<file path="config.mk">
export PLATFORM = sky130hd
export DESIGN_NAME = video_in_pack
export DESIGN_NICKNAME = d
export VERILOG_FILES = /design/src/rtl/video_in_pack.sv
export SDC_FILE = /design/constraint.sdc
export NUM_CORES = 1
export LEC_CHECK = 0
export CAP_MARGIN = 10
export CORE_MARGIN = 2
export CORE_UTILIZATION = 55
export CTS_BUF_LIST = sky130_fd_sc_hd__clkbuf_8
export DETAILED_ROUTE_END_ITERATION = 6
export GPL_TIMING_DRIVEN = 0
export PLACE_DENSITY = 0.84
export SLEW_MARGIN = 20
export SYNTH_ARGS = -nofsm -noshare
export SYNTH_HDL_FRONTEND = slang
export SYNTH_SLANG_ARGS = --single-unit
export TNS_END_PERCENT = 10
</file>
<file path="constraint.sdc">
create_clock -name clk -period 2.8 [get_ports clk]
set_clock_uncertainty 0.15 [all_clocks]
set_input_delay 0.56 -clock clk [delete_from_list [all_inputs] [get_ports clk]]
set_output_delay 0.56 -clock clk [all_outputs]
set_load 0.005 [all_outputs]
</file>
<file path="src/rtl/video_in_pack.sv">
// video_in_pack: samples video_gen on pix_en, packs PIX_PER_WORD pixels per FIFO word,
// and raises sticky line/frame geometry and FIFO overflow errors.
module video_in_pack #(
  parameter int WIDTH        = 640,
  parameter int HEIGHT       = 480,
  parameter int PIX_W        = 8,
  parameter int PIX_PER_WORD = 4
) (
  input  logic                            clk,
  input  logic                            nRST,
  input  logic                            pix_en,
  input  logic                            line_valid,
  input  logic                            frame_valid,
  input  logic [PIX_W-1:0]                pixel_in,
  input  logic                            new_addr,
  input  logic                            single_shot,
  input  logic                            fifo_full,
  input  logic                            err_clr,
  output logic                            w_e,
  output logic [PIX_W*PIX_PER_WORD-1:0]   pixels_out,
  output logic                            frame_start,
  output logic                            frame_done,
  output logic                            err_line_long,
  output logic                            err_line_short,
  output logic                            err_frame_size,
  output logic                            err_overflow
);
  localparam int OUT_W  = PIX_W * PIX_PER_WORD;
  localparam int COL_W  = $clog2(WIDTH + 1);
  localparam int LINE_W = $clog2(HEIGHT + 2);

  // state     | meaning
  // S_IDLE    | not armed, waiting for new_addr
  // S_ARMED   | armed, waiting for a sample with fv low
  // S_SYNC    | at a frame gap, waiting for fv high
  // S_CAPTURE | capturing the active frame
  typedef enum logic [1:0] {S_IDLE, S_ARMED, S_SYNC, S_CAPTURE} state_t;

  state_t              r_state, w_state_nxt;
  logic [COL_W-1:0]    r_col, w_slot;
  logic [LINE_W-1:0]   r_line, w_line_inc, w_line_after;
  logic                r_lv_prev;
  logic [OUT_W-1:0]    r_acc, w_word;
  logic                w_start, w_end, w_pix, w_line_end, w_store, w_fill;
  logic                w_set_long, w_set_short, w_set_size, w_set_ovf;

  always_comb begin
    w_state_nxt = r_state;
    w_start     = 1'b0;
    w_end       = 1'b0;
    w_pix       = 1'b0;
    w_line_end  = 1'b0;
    case (r_state)
      S_IDLE:    if (new_addr) w_state_nxt = S_ARMED;
      S_ARMED:   if (pix_en && !frame_valid) w_state_nxt = S_SYNC;
      S_SYNC: begin
        if (pix_en && frame_valid) begin
          w_state_nxt = S_CAPTURE;
          w_start     = 1'b1;
        end
      end
      S_CAPTURE: begin
        if (pix_en) begin
          // fv dropping while lv is still high also closes the line
          w_line_end = r_lv_prev && (!line_valid || !frame_valid);
          w_pix      = line_valid && frame_valid;
          if (!frame_valid) begin
            w_end       = 1'b1;
            w_state_nxt = single_shot ? S_IDLE : S_SYNC;
          end
        end
      end
      default:   w_state_nxt = S_IDLE;
    endcase
  end

  always_comb begin
    w_slot       = r_col % COL_W'(PIX_PER_WORD);
    w_store      = w_pix && (r_col < COL_W'(WIDTH)) && (r_line < LINE_W'(HEIGHT));
    w_fill       = w_store && (w_slot == COL_W'(PIX_PER_WORD - 1));
    w_line_inc   = (r_line == LINE_W'(HEIGHT + 1)) ? r_line : r_line + 1'b1;
    w_line_after = w_line_end ? w_line_inc : r_line;
    w_set_long   = w_pix && (r_col == COL_W'(WIDTH));
    w_set_short  = w_line_end && (r_col != COL_W'(WIDTH));
    w_set_size   = (w_pix && (r_line >= LINE_W'(HEIGHT))) ||
                   (w_end && (w_line_after != LINE_W'(HEIGHT)));
    w_set_ovf    = w_fill && fifo_full;
    w_word       = r_acc;
    for (int s = 0; s < PIX_PER_WORD; s++) begin
      if (w_slot == COL_W'(s)) w_word[OUT_W-1-s*PIX_W -: PIX_W] = pixel_in;
    end
  end

  always_ff @(posedge clk) begin
    if (!nRST) begin
      r_state        <= S_IDLE;
      r_col          <= '0;
      r_line         <= '0;
      r_lv_prev      <= 1'b0;
      r_acc          <= '0;
      w_e            <= 1'b0;
      pixels_out     <= '0;
      frame_start    <= 1'b0;
      frame_done     <= 1'b0;
      err_line_long  <= 1'b0;
      err_line_short <= 1'b0;
      err_frame_size <= 1'b0;
      err_overflow   <= 1'b0;
    end else begin
      r_state     <= w_state_nxt;
      frame_start <= w_start;
      frame_done  <= w_end;
      w_e         <= w_fill && !fifo_full;
      if (w_fill && !fifo_full) pixels_out <= w_word;
      if (w_start) begin
        r_col     <= '0;
        r_line    <= '0;
        r_lv_prev <= 1'b0;
      end else if (r_state == S_CAPTURE && pix_en) begin
        r_lv_prev <= line_valid;
        if (w_line_end) begin
          r_col  <= '0;
          r_line <= w_line_inc;
        end else if (w_store) begin
          r_col <= r_col + 1'b1;
          r_acc <= w_word;
        end
      end
      // a new error in the same cycle as err_clr stays set
      err_line_long  <= w_set_long  | (err_line_long  & ~err_clr);
      err_line_short <= w_set_short | (err_line_short & ~err_clr);
      err_frame_size <= w_set_size  | (err_frame_size & ~err_clr);
      err_overflow   <= w_set_ovf   | (err_overflow   & ~err_clr);
    end
  end
endmodule

</file>
==> results.toml, run 1 <==
[run_status]
status = "finished, final reports clean"

[final_layout]
multiInputGateArea_sq_um = 1910
drive_gt1_frac = 0.0615
seq_area_sq_um = 1700
final_cell_mix = "dfxtp_1 (85), nand2_1 (78), clkdlybuf4s50_1 (47)"
final_nets = 508
design_area_sq_um = 4610
area_growth_syn_to_layout_pct = 21.8
nFillCells = 529
antennaDiodeCount = 0
final_common_cell = "dfxtp_1"
fin_util = 0.685

[clocking]
cts_htree_levels = 3
cts_tree = "built"
clockBufferDepth = 2
clockRootBuffer = "clkbuf_8"
insertion_delay_ps = 360
cts_sinks = 85
cts_made_buffers = 9
clk_pin_slew_ps = 90
ctsHoldBuffers = 0

[drt]
routed_via_density = 5.72
drcViolationCount = 0
m1WireLength_um = 3820
drt-pass1-iter-count = 4
top_layer_used = "met4"
dr_total_vias = 3248
drtIter0Drc = 149
ant_nets = 0
wl_met3_um = 490
wl_met2_um = 4570
drt-wirelength-per-cell_um = 16.0
wirelength_um = 9080

[sta]
fmax_ghz = 0.372
setup_viol = 0
finalCriticalPeriod_ps = 2690
worstMarginPinSlew_ps = 638
drv_slew = 0
max-slew-margin-rel = 0.575
tns_ps = 0
fin_crit_sh = 0.961
finalHoldViolCount = 0
setup_ws_ps = 108

[power_and_ir_drop]
p_int_mw = 1.83
peakVddDrop_uv = 323
p_total_mw = 2.32
power.switching_uw = 491
leakagePower_nw = 1.84
p_sw_frac = 0.212
power_density_nw_per_um2 = 504
pwr-share-comb = 0.034
clkPwrFrac = 0.443
seqPwrFrac = 0.523

[synth]
synth_cell_types = 44
async_flop_share = 0
yosys_register_bits = 85
synthCells = 426
synth_warnings = 0
seq_area_frac_synth = 0.450
syn_nets = 450
synth.avg_cell_area_sq_um = 8.87
synth-edff-count = 0
synth-main-ff-cell = "dfxtp_1"
syn_area_sq_um = 3780

[critical_path]
slowest_delay_ps = 520
arrival_ps = 2800
cp_data_required_time_ps = 2910
critPathMaxFanout = 7
startpoint = "pix_en"
slowest_stage = "clkdlybuf4s50_1"
endpoint_kind = "register"
rr_startpoint = "r_line[1]"
criticalPathCategory = "in -> reg"
crit_chain = "clkdlybuf4s50_1 -> and3_1 -> buf_2 -> nand3_1 -> nor4_2 -> o22ai_1 -> or4_1 -> a22o_1"
setup.worst_path.start_class = "input port"

[global_route]
grt_remaining_overflow = 0
grt_pass1_vias = 3138
grtUsageTotal = 0.250
grt_max_degree = 15
antenna_found_initial = 0
grt_pass1_wl_um = 14700

[place]
place_ws_ps = -453
placed_cell_area_sq_um = 4350
gp_congestion = 0.827
io_buffers = 47
place_hpwl_um = 6280

[floorplan]
io_pins = 56
die_w_um = 86.9
die_h_um = 86.9
start_util = 0.563
fp.dieArea_sq_um = 7550
core_sq_um = 6720
row_count = 30

[job]
cap_violations = 0

[min_path]
min-delay-start = "r_acc[12]"
hold_class = "reg -> reg"
## path summary, 6_finish.rpt
| kind | endpoint | slack [ps] | cells past startpoint |
|---|---|---|---|
| min reg2reg | r_acc[12] | 320 | 2 |
| max reg2reg | err_frame_size | 250 | 8 |
| max | err_frame_size | 110 | 8 |
| min | r_acc[12] | 320 | 2 |
## sequential cells by signal, indices dropped and copies added (netlist names)
| signal | cells |
|---|---|
| r_lv_prev | 1 |
| r_line | 9 |
| frame_start | 1 |
| r_state | 2 |
| err_line_long | 1 |
| err_frame_size | 1 |
| r_col | 10 |
| r_acc | 24 |
| err_overflow | 1 |
| w_e | 1 |
| frame_done | 1 |
| err_line_short | 1 |
| pixels_out | 32 |
## power by group through the flow
| stage | Sequential, mW | Clock [mW] | Combinational [mW] |
|---|---|---|---|
| floorplan | 1.24 | 0 | 0.0448 |
| global placement | 1.24 | 0 | 0.0765 |
| detailed placement | 1.24 | 0 | 0.0779 |
| CTS | 1.21 | 1.03 | 0.0786 |
| global route | 1.21 | 1.09 | 0.0857 |
| finish | 1.21 | 1.03 | 0.0800 |
## what timing repair did
action,in CTS,in global routing
buffers inserted,0,0
endpoints found under the hold margin,0,0
pin swaps,0,0
setup endpoints to repair,10,29
resized for setup,1,6
## critical path, delay by kind of cell
| family | cells | cell delay [ps] |
|---|---|---|
| AOI/OAI and AO/OA | 2 | 320 |
| buffers and inverters | 2 | 710 |
| and+or+nand+nor | 4 | 1200 |
## cells in the mapped netlist (2+ instances only)
library cell / number / area (sq um)
a21boi_0: 32 / 240
a21oi_1: 8 / 40.0
and2_1: 3 / 18.8
and3_1: 3 / 18.8
buf_1: 7 / 26.3
clkbuf_1: 29 / 109
dfxtp_1: 85 / 1700
ha_1: 7 / 87.6
inv_1: 9 / 33.8
mux2i_1: 26 / 260
nand2_1: 78 / 293
nand3_1: 32 / 160
nand4_1: 5 / 31.3
nor2_1: 18 / 67.6
nor2b_1: 4 / 25.0
nor3_1: 5 / 25.0
nor3b_1: 3 / 22.5
nor4_1: 2 / 12.5
o211a_1: 25 / 250
o21ai_0: 7 / 35.0
or2_2: 2 / 12.5
or3_1: 5 / 31.3
xnor2_1: 6 / 52.6
xor2_1: 5 / 43.8
## final cells by class
class                      count  share of cell area
tap                           80              0.0217
multi-input combinational    294               0.415
clock inverter                 6              0.0244
timing repair buffer          47               0.102
inverter                       9             0.00733
sequential                    85               0.369
clock buffer                   9              0.0269
buffer                        38              0.0331
## layer usage
layer | up-vias | track usage
li1 | 1580 | -
met1 | 1549 | 0.309
met2 | 101 | 0.426
met3 | 18 | 0.0540
met4 | 0 | 0.0980
met5 | - | 0
## stage by stage
stage / cells / hold slack, ps
floorplan: 426 / 282
global placement: 553 / 290
global route: 568 / 334
CTS: 568 / 317
detailed placement: 553 / 306
finish: 568 / 316
## logic make-up (layout without fill, tap and decap cells)
logic type               count (synthesis)  in the layout  share of synthesized area
AND/OR/NAND/NOR                        166            166                      0.205
buffers and inverters                   47            109                     0.0480
multiplexers                            26             26                     0.0689
XOR/XNOR                                11             11                     0.0255
adder cells (fa/ha/maj)                  7              7                     0.0232
AO/OA/AOI/OAI                           84             84                      0.179
flip-flops                              85             85                      0.450
Power figures use the tool's default switching activity.
==> run 2, diff against run 1 <==
CTS_CLUSTER_DIAMETER = 30   (was not set)
==> results of run 2 <==
No change in the layout: final DEF, timing and power equal those of run 1.
==> run 3, diff against run 2 <==
CTS_BUF_LIST = sky130_fd_sc_hd__clkbuf_4   (was sky130_fd_sc_hd__clkbuf_8)
GPL_ROUTABILITY_DRIVEN = 0   (was not set)
==> run 3 against run 2 <==
Compared with the run above: first-iteration DRC count shrank 20%; flip-flop and latch count is the same; sequential share of layout area grew 0.52 points; worst hold slack lost 43 ps; cell area shrank 1.4%.
==> results.toml, run 3 (synthesis gave the netlist of run 1 again) <==
[run_status]
status = "finished, final reports clean"

[clocking]
cts_sinks = 85
cts_htree_levels = 3
insertion_delay_ps = 450
clockRootBuffer = "clkbuf_4"
cts_made_buffers = 9
clk_pin_slew_ps = 140
post_cts_buffers = 0
clockBufferDepth = 2
cts_tree = "built"

[final_layout]
area_growth_syn_to_layout_pct = 20.2
top_register = "pixels_out"
reg.largest.list = "pixels_out x32, r_acc x24, r_col x10"
nFillCells = 544
drive_gt1_frac = 0.0615
fin_util = 0.676
antennaDiodeCount = 0
final_cell_mix = "dfxtp_1 (85), nand2_1 (78), clkdlybuf4s50_1 (47)"
largest_register_ffs = 32
final_nets = 508
final_common_cell = "dfxtp_1"
design_area_sq_um = 4540

[drt]
drt-pass1-iter-count = 5
drt-wirelength-per-cell_um = 15.9
drtIter0Drc = 119
routed_via_density = 5.73
wirelength_um = 9010
dr_total_vias = 3255
ant_nets = 0
drcViolationCount = 0

[sta]
grt_setup_unrepaired = "no"
fin_crit_sh = 0.937
finalCriticalPeriod_ps = 2620
max-slew-margin-rel = 0.572
fmax_ghz = 0.381
setup_viol = 0
worstMarginPinSlew_ps = 642
drv_slew = 0
finalHoldViolCount = 0

[critical_path]
arrival_ps = 2830
endpoint_kind = "register"
criticalPathCategory = "in -> reg"
critPathMaxFanout = 6
setup.worst_path.start_class = "input port"
cp_data_required_time_ps = 3010

[global_route]
antenna_found_initial = 0
grt_pass1_vias = 3113
grt_pass1_wl_um = 14600
grt_max_degree = 15
grt_remaining_overflow = 0
grtUsageTotal = 0.247

[floorplan]
start_util = 0.563
die_h_um = 86.9
io_pins = 56
row_count = 30
fp.dieArea_sq_um = 7550
core_sq_um = 6720
die_w_um = 86.9

[power_and_ir_drop]
power.switching_uw = 486
clkPwrFrac = 0.405
peakVddDrop_uv = 306
p_int_mw = 1.69
pwr-share-comb = 0.036
leakagePower_nw = 1.81
seqPwrFrac = 0.558
p_total_mw = 2.18
p_sw_frac = 0.223
power_density_nw_per_um2 = 479

[job]
cap_violations = 0

[min_path]
hold_class = "in -> reg"

[place]
io_buffers = 47
place_hpwl_um = 6280
placed_cell_area_sq_um = 4350
-- run 3: cell counts in the layout (fill, tap and decap cells not counted) --
No cell type changed its count.
-- run 3: layout make-up --
| class | instances | area [sq um] | area share |
|---|---|---|---|
| multi-input combinational | 294 | 1900 | 0.419 |
| sequential | 85 | 1700 | 0.375 |
| timing repair buffer | 47 | 470 | 0.104 |
| buffer | 38 | 153 | 0.0336 |
| clock inverter | 6 | 113 | 0.0248 |
| tap | 80 | 100 | 0.0220 |
| clock buffer | 9 | 67.6 | 0.0149 |
| inverter | 9 | 33.8 | 0.00744 |
-- run 3: timing repair --
action / 4_1_cts / 5_1_grt
gates resized for setup: 0 / 7
setup endpoints to repair: 0 / 16
hold buffers: 0 / 0
-- run 3: metal layers --
layer,GRT usage,vias to the layer above,share of wire
met3,0.0464,23,0.066
met4,0.0952,0,0.023
li1,-,1586,-
met5,0,-,0
met2,0.427,118,0.50
met1,0.303,1528,0.41
-- run 3: stage by stage --
step	hold slack, ps	setup WS (ps)	instances	TNS [ps]
after global placement	290	-384	553	-7440
after global routing	299	25.8	568	0
after floorplan	282	452	426	0
after detailed placement	306	-453	553	-9790
final	274	176	568	0
after CTS	267	3.73	568	0
-- run 3: power by group through the flow --
| stage | Clock (mW) | Sequential [mW] | Combinational [mW] |
|---|---|---|---|
| final | 0.883 | 1.21 | 0.0795 |
| after global placement | 0 | 1.24 | 0.0765 |
| after floorplan | 0 | 1.24 | 0.0448 |
| after detailed placement | 0 | 1.24 | 0.0779 |
| after global routing | 0.933 | 1.22 | 0.0849 |
| after CTS | 0.884 | 1.21 | 0.0785 |
-- run 3: critical path, stage by stage --
cell and delay [ps]:
clkdlybuf4s50_1 530, a21boi_2 340, nand3_1 250, nor4_2 330
o22ai_1 130, or4_1 500, a22o_1 190
-- run 3: worst paths after layout --
check | slack (ps) | endpoint | start | cells after the start
max | 180 | err_frame_size | frame_valid | 7
min | 270 | pixels_out[7] | pixel_in[7] | 3
max reg2reg | 250 | err_frame_size | r_line[1] | 8
min reg2reg | 320 | r_acc[12] | r_acc[12] | 2
